<file path="src/rtl/mem_access_unit_pkg.sv">
// Shared definitions for the memory access unit: FSM state and operation
// encodings, word geometry, default widths and the alignment helper.
package mem_access_unit_pkg;

  typedef enum logic [0:0] {
    ST_IDLE   = 1'b0,
    ST_ACCESS = 1'b1
  } state_e;

  typedef enum logic [1:0] {
    OP_FETCH = 2'd0,
    OP_LOAD  = 2'd1,
    OP_STORE = 2'd2
  } op_e;

  localparam int WORD_BYTES = 4;
  localparam int BYTE_OFF_W = $clog2(WORD_BYTES);
  localparam int DEF_ADDR_W = 6;
  localparam int DEF_DATA_W = 32;

  // A byte address is word aligned when its byte-offset bits are all zero.
  function automatic logic is_misaligned(input logic [BYTE_OFF_W-1:0] byte_off);
    return (byte_off != {BYTE_OFF_W{1'b0}});
  endfunction

endpackage

</file>
<file path="src/rtl/mem_lat_counter.sv">
// Loadable down-counter with zero flag; times the read latency of an access.
module mem_lat_counter #(
  parameter int WIDTH = 1
) (
  input  logic             clk,
  input  logic             reset,
  input  logic             load_i,
  input  logic [WIDTH-1:0] load_val_i,
  input  logic             dec_i,
  output logic             zero_o
);

  logic [WIDTH-1:0] count_q;
  logic [WIDTH-1:0] count_d;

  // Next count: load wins, otherwise decrement and saturate at zero.
  always_comb begin
    count_d = count_q;
    if (load_i) begin
      count_d = load_val_i;
    end else if (dec_i && (count_q != {WIDTH{1'b0}})) begin
      count_d = count_q - {{(WIDTH-1){1'b0}}, 1'b1};
    end else begin
      count_d = count_q;
    end
  end

  // Count register with synchronous reset.
  always_ff @(posedge clk) begin
    if (reset) begin
      count_q <= {WIDTH{1'b0}};
    end else begin
      count_q <= count_d;
    end
  end

  assign zero_o = (count_q == {WIDTH{1'b0}});

endmodule

</file>
<file path="src/rtl/mem_access_unit.sv">
// Requester side of the unified instruction/data memory. Accepts one fetch or
// load/store in IDLE (data wins over fetch), drives the registered memory
// port, and captures read data into IR or MDR after READ_LAT cycles.
// Optional build macro ALIGN_CHECK_EN: misaligned requests are rejected with
// a done + align_err pulse instead of being issued to memory.
module mem_access_unit
  import mem_access_unit_pkg::*;
#(
  parameter int ADDR_W   = DEF_ADDR_W,
  parameter int DATA_W   = DEF_DATA_W,
  parameter int READ_LAT = 1
) (
  input  logic              clk,
  input  logic              reset,
  input  logic              ifetch_req,
  input  logic [31:0]       pc,
  input  logic              data_req,
  input  logic              data_we,
  input  logic [31:0]       data_addr,
  input  logic [DATA_W-1:0] data_wdata,
  input  logic [DATA_W-1:0] mem_read_data,
  output logic [ADDR_W-1:0] mem_address,
  output logic [DATA_W-1:0] mem_write_data,
  output logic              mem_write,
  output logic [DATA_W-1:0] ir,
  output logic [DATA_W-1:0] mdr,
  output logic              ifetch_done,
  output logic              data_done,
  output logic              busy,
  output logic              align_err
);

  localparam int CNT_W = $clog2(READ_LAT) + 1;

  state_e            state_q, state_d;
  op_e               op_q, op_d;
  logic [ADDR_W-1:0] mem_address_q, mem_address_d;
  logic [DATA_W-1:0] mem_write_data_q, mem_write_data_d;
  logic              mem_write_q, mem_write_d;
  logic [DATA_W-1:0] ir_q, ir_d;
  logic [DATA_W-1:0] mdr_q, mdr_d;
  logic              ifetch_done_q, ifetch_done_d;
  logic              data_done_q, data_done_d;
  logic              align_err_q, align_err_d;

  logic [31:0]       req_addr_s;
  logic              misalign_s;
  logic              cnt_load_s;
  logic              cnt_dec_s;
  logic              cnt_zero_s;
  logic              unused_s;

  // The winning request's byte address; data has priority over fetch.
  assign req_addr_s = data_req ? data_addr : pc;

`ifdef ALIGN_CHECK_EN
  assign misalign_s = is_misaligned(req_addr_s[BYTE_OFF_W-1:0]);
`else
  assign misalign_s = 1'b0;
`endif

  // Address bits above the word index are intentionally ignored (wrap).
  assign unused_s = ^{req_addr_s[31:ADDR_W+BYTE_OFF_W], req_addr_s[BYTE_OFF_W-1:0]};

  mem_lat_counter #(
    .WIDTH (CNT_W)
  ) u_lat_counter (
    .clk        (clk),
    .reset      (reset),
    .load_i     (cnt_load_s),
    .load_val_i (CNT_W'(READ_LAT - 1)),
    .dec_i      (cnt_dec_s),
    .zero_o     (cnt_zero_s)
  );

  // Next-state and datapath: accept in IDLE, complete in ACCESS on counter zero.
  always_comb begin
    state_d          = state_q;
    op_d             = op_q;
    mem_address_d    = mem_address_q;
    mem_write_data_d = mem_write_data_q;
    mem_write_d      = 1'b0;
    ir_d             = ir_q;
    mdr_d            = mdr_q;
    ifetch_done_d    = 1'b0;
    data_done_d      = 1'b0;
    align_err_d      = 1'b0;
    cnt_load_s       = 1'b0;
    cnt_dec_s        = 1'b0;
    case (state_q)
      ST_IDLE: begin
        if (data_req || ifetch_req) begin
          op_d = data_req ? (data_we ? OP_STORE : OP_LOAD) : OP_FETCH;
          if (misalign_s) begin
            align_err_d   = 1'b1;
            data_done_d   = data_req;
            ifetch_done_d = !data_req;
          end else begin
            mem_address_d = req_addr_s[ADDR_W+BYTE_OFF_W-1:BYTE_OFF_W];
            if (data_req && data_we) begin
              mem_write_data_d = data_wdata;
              mem_write_d      = 1'b1;
            end else begin
              mem_write_data_d = mem_write_data_q;
            end
            cnt_load_s = 1'b1;
            state_d    = ST_ACCESS;
          end
        end else begin
          state_d = ST_IDLE;
        end
      end
      ST_ACCESS: begin
        cnt_dec_s = 1'b1;
        if (cnt_zero_s) begin
          case (op_q)
            OP_FETCH: begin
              ir_d          = mem_read_data;
              ifetch_done_d = 1'b1;
            end
            OP_LOAD: begin
              mdr_d       = mem_read_data;
              data_done_d = 1'b1;
            end
            OP_STORE: begin
              data_done_d = 1'b1;
            end
            default: begin
              data_done_d = 1'b0;
            end
          endcase
          state_d = ST_IDLE;
        end else begin
          state_d = ST_ACCESS;
        end
      end
      default: begin
        state_d = ST_IDLE;
      end
    endcase
  end

  // State and output registers with synchronous reset.
  always_ff @(posedge clk) begin
    if (reset) begin
      state_q          <= ST_IDLE;
      op_q             <= OP_FETCH;
      mem_address_q    <= {ADDR_W{1'b0}};
      mem_write_data_q <= {DATA_W{1'b0}};
      mem_write_q      <= 1'b0;
      ir_q             <= {DATA_W{1'b0}};
      mdr_q            <= {DATA_W{1'b0}};
      ifetch_done_q    <= 1'b0;
      data_done_q      <= 1'b0;
      align_err_q      <= 1'b0;
    end else begin
      state_q          <= state_d;
      op_q             <= op_d;
      mem_address_q    <= mem_address_d;
      mem_write_data_q <= mem_write_data_d;
      mem_write_q      <= mem_write_d;
      ir_q             <= ir_d;
      mdr_q            <= mdr_d;
      ifetch_done_q    <= ifetch_done_d;
      data_done_q      <= data_done_d;
      align_err_q      <= align_err_d;
    end
  end

  assign mem_address    = mem_address_q;
  assign mem_write_data = mem_write_data_q;
  assign mem_write      = mem_write_q;
  assign ir             = ir_q;
  assign mdr            = mdr_q;
  assign ifetch_done    = ifetch_done_q;
  assign data_done      = data_done_q;
  assign busy           = (state_q == ST_ACCESS);
  assign align_err      = align_err_q;

endmodule
</file>
<file path="config.mk">
export PLATFORM = sky130hd
export DESIGN_NAME = mem_access_unit
export DESIGN_NICKNAME = d
export VERILOG_FILES = /design/src/rtl/mem_access_unit_pkg.sv /design/src/rtl/mem_lat_counter.sv /design/src/rtl/mem_access_unit.sv
export SDC_FILE = /design/constraint.sdc
export NUM_CORES = 1
export LEC_CHECK = 0
export CAP_MARGIN = 5
export CORE_MARGIN = 4
export CORE_UTILIZATION = 40
export CTS_CLUSTER_SIZE = 8
export DETAILED_ROUTE_END_ITERATION = 12
export PLACE_DENSITY = 0.86
export REMOVE_ABC_BUFFERS = 1
export SYNTH_ARGS = -nofsm -noshare
export SYNTH_HDL_FRONTEND = slang
export SYNTH_SLANG_ARGS = --single-unit
</file>
<file path="constraint.sdc">
create_clock -name clk -period 3.6 [get_ports clk]
set_input_delay 0.72 -clock clk [delete_from_list [all_inputs] [get_ports clk]]
set_output_delay 0.72 -clock clk [all_outputs]
set_load 0.005 [all_outputs]
</file>
==> impl_summary.txt <==
----------------------------------------------------
[Outcome]
  Outcome ... completed

[Routing]
  Routed wire length per instance ... 15.0 um
  Met3 Routed Length ... 672 um
  Met2 routed WL ... 6.14 mm
  Detailed-route vias per instance ... 4.91
  Top layer in use ... met4
  Detailed Route Iter0 Violations ... 225
  Final routed wirelength across all metal layers ... 11.7 mm
  WL met1 ... 4.43 mm
  Router iterations before antenna repair ... 4
  Total via count after detailed routing ... 3831
  # DRC ... 0
  Remaining antenna violation count ... 0

[Job]
  # Max-Cap Violations ... 0

[Placement]
  Routability congestion estimate ... 0.759
  Total of buffers placed on input and output ports ... 186
  DP Area ... 0.00587 sq mm
  Dpl hpwl ... 8.60 mm
  Placed instance count ... 764

[Timing]
  Hold Worst Slack ... 0.459 ns
  Highest Clock Rate ... 430 MHz
  Sum of negative setup slack ... 0 ns
  Number of max-slew violations in the final report ... 0
  Setup repair after global routing missed its margin ... no
  Worst slew slack as a fraction of its limit ... 0.452
  Number of endpoints with negative hold slack in the final report ... 0
  Final critical path time including I/O delays and setup ... 2.33 ns
  Final critical-path share of the clock period ... 0.647
  Post-Route Skew ... 0.0140 ns
  Transition time of the tightest slew-check pin ... 0.817 ns
  Final count of negative-setup-slack endpoints ... 0

[Clocking]
  Clock network latency to the later pin of the worst-skew pair ... 0.36 ns
  CTS Hold Bufs ... 0
  Buffer type at the clock tree root ... sky130_fd_sc_hd__clkbuf_8
  Number of buffers created by CTS ... 9
  CTS-repair resized insts ... 0
  Post-CTS setup repair buffer count ... 0
  # H-tree levels ... 3
  Clock slew seen by the registers of the worst setup and hold paths ... 0.10 ns
  CTS tree ... done
  Maximum number of buffers from clock root to sink ... 2
  Clk sink count ... 109

[Layout]
  Signed area change from the synthesized netlist to the final layout ... 49.1%
  Count of nets after finishing ... 777
  Share of layout cells above drive strength 1 ... 0.0850
  Final design area excluding fillers ... 0.00605 sq mm
  Number of antenna diodes ... 0
  Post-route non-filler standard cell count ... 780

[Synthesis]
  Cell taking the most area after synthesis ... sky130_fd_sc_hd__dfxtp_1
  Distinct cell type count after synthesis ... 24
  Post-synthesis share of cell area spent on full adders, half adders and majority gates ... 0.00617
  Area share of the largest cell type after synthesis ... 0.538
  Total of flip-flops plus latches after synthesis ... 109
  Area contributors post-synth ... sky130_fd_sc_hd__dfxtp_1 54%, sky130_fd_sc_hd__nand2_1 18%, sky130_fd_sc_hd__a21oi_1 8.5%
  Xor-xnor portion of the synthesized cell area ... 0
  Mux contribution to synthesized area ... 0.0148
  Share of flip-flops with an asynchronous set or reset ... 0
  Commonest cells post-synth ... 192 x sky130_fd_sc_hd__nand2_1, 109 x sky130_fd_sc_hd__dfxtp_1, 69 x sky130_fd_sc_hd__a21oi_1, 29 x sky130_fd_sc_hd__a21oi_2
  Synthesized area divided by synthesized cell count ... 8.50 sq um
  Combinational family with the most area after synthesis ... simple AND/OR/NAND/NOR gates
  Post-synthesis compound-gate area fraction ... 0.165
  Sequential area share after synthesis ... 0.538
  Most numerous cell in the Yosys netlist ... sky130_fd_sc_hd__nand2_1
  Most common flop cell mapped by yosys ... sky130_fd_sc_hd__dfxtp_1
  Synthesized area ... 0.00406 sq mm
  Gate Count Post-Synth ... 477
  Simple-Gate Fraction of Synth Area ... 0.211
  Warning count from the yosys run ... 0
  Count of flip-flops with a built-in enable after synthesis ... 0

[Floorplanning]
  Floorplan die width ... 109 um
  Initial standard-cell utilization of the core ... 0.413
  Row count ... 36
  DIE HEIGHT ... 109 um
  Placeable core area ... 0.00982 sq mm
  Full die area ... 0.0118 sq mm
  Number of top-level pins ... 240

[Setup path]
  Worst Reg-to-Reg Cells ... 3
  Setup slack, reg-to-reg ... 1.86 ns
  Data required time at the worst endpoint ... 3.83 ns
  Reg-to-Reg End ... ir[10]
  Crit end category ... flop
  Launching instance or port of the critical path ... data_req
  Startpoint type of the worst setup path ... primary input
  Maximum fanout along the worst path ... 33
  Source of the worst register-to-register timing path ... busy
  Crit path DAT ... 2.56 ns
  Critical path endpoint ... mem_write_data[11]
  Crit Path Category ... primary input to flop

[Global routing]
  Via count of the first global-routing pass ... 3758
  Total gr overflow ... 0
  Number of antenna violations at the first check in global routing ... 0
  Global-route total usage across every layer ... 0.196
  Pin count of the biggest net entering global routing ... 61
  First-pass GRT wire length ... 18.4 mm

[Power]
  Pwr/cell area ... 390 mW/mm^2
  Maximum vdd drop ... 238 uV
  Final Power ... 2.36 mW
  Leakage power total ... 2.11 nW

[Min path]
  Min-delay worst type ... flop to flop

----------------------------------------------------
==> sequential cells by signal (all words and copies together) (netlist names) <==
| register | count |
|---|---|
| op_q | 2 |
| data_done | 1 |
| mem_write | 1 |
| mem_address | 6 |
| mem_write_data | 32 |
| ir | 32 |
| ifetch_done | 1 |
| u_lat_counter.count_q | 1 |
| mdr | 32 |
| busy | 1 |
==> through the flow <==
step | util | setup slack, ns
global placement | 0.597 | 0.977
global route | 0.616 | 1.07
CTS | 0.616 | 1.29
finish | 0.616 | 1.27
floorplan | - | 2.09
detailed placement | 0.597 | 0.897
==> cell type report <==
type | count | area, sq um
fill | 880 | 3770
inverter | 2 | 7.51
clock buffer | 10 | 138
multi-input combinational | 329 | 1610
timing repair buffer | 191 | 1900
sequential | 109 | 2180
clock inverter | 6 | 45.0
tap | 133 | 166
==> worst max-delay path: stages <==
cell and delay, ns:
sky130_fd_sc_hd__clkdlybuf4s50_1 0.81, sky130_fd_sc_hd__nand3b_2 0.66, sky130_fd_sc_hd__nand2_1 0.26, sky130_fd_sc_hd__a21oi_1 0.09
==> layout by cell type, fill, tap and decap left out, types with 2 or more instances in the layout <==
master and instances:
sky130_fd_sc_hd__a21oi_1 69, sky130_fd_sc_hd__nor3_1 2, sky130_fd_sc_hd__ha_1 2, sky130_fd_sc_hd__dfxtp_1 109, sky130_fd_sc_hd__nor2_1 10, sky130_fd_sc_hd__clkbuf_8 10
sky130_fd_sc_hd__a21oi_2 29, sky130_fd_sc_hd__inv_6 3, sky130_fd_sc_hd__clkdlybuf4s50_1 185, sky130_fd_sc_hd__a211oi_1 6, sky130_fd_sc_hd__and3b_1 4, sky130_fd_sc_hd__clkinv_2 2
sky130_fd_sc_hd__inv_1 2, sky130_fd_sc_hd__buf_4 6, sky130_fd_sc_hd__nand2_1 192, sky130_fd_sc_hd__mux2i_1 6, sky130_fd_sc_hd__nand3b_2 2
==> report_power, final <==
group	total, mW	internal [mW]	switching, mW	leakage (nW)
logic	0.375	0.213	0.162	1.12
clock network	0.696	0.278	0.418	0.0974
registers	1.29	1.26	0.0297	0.888
==> worst min-delay path by stage <==
stage                                  from                 to  slack, ns  cells past startpoint
final                                mdr[0]             mdr[0]       0.46                      2
after global routing      mem_write_data[1]  mem_write_data[1]       0.48                      2
after CTS                            mdr[6]             mdr[6]       0.46                      2
after detailed placement             mdr[6]             mdr[6]       0.45                      2
after global placement    mem_write_data[0]  mem_write_data[0]       0.44                      2
after floorplan                       ir[0]              ir[0]       0.45                      2
==> kinds of logic after synthesis <==
| family | after synthesis |
|---|---|
| multiplexers | 6 |
| AND/OR/NAND/NOR | 214 |
| flip-flops | 109 |
| adder cells (fa/ha/maj) | 2 |
| buffers and inverters | 39 |
| AO/OA/AOI/OAI | 106 |
| other | 1 |
==> metal layers <==
metal / vias up / global-route usage
met5: - / 0
met4: 0 / 0.0956
met3: 33 / 0.0361
met2: 133 / 0.351
met1: 1795 / 0.224
li1: 1870 / -
Power figures use the tool's default switching activity.
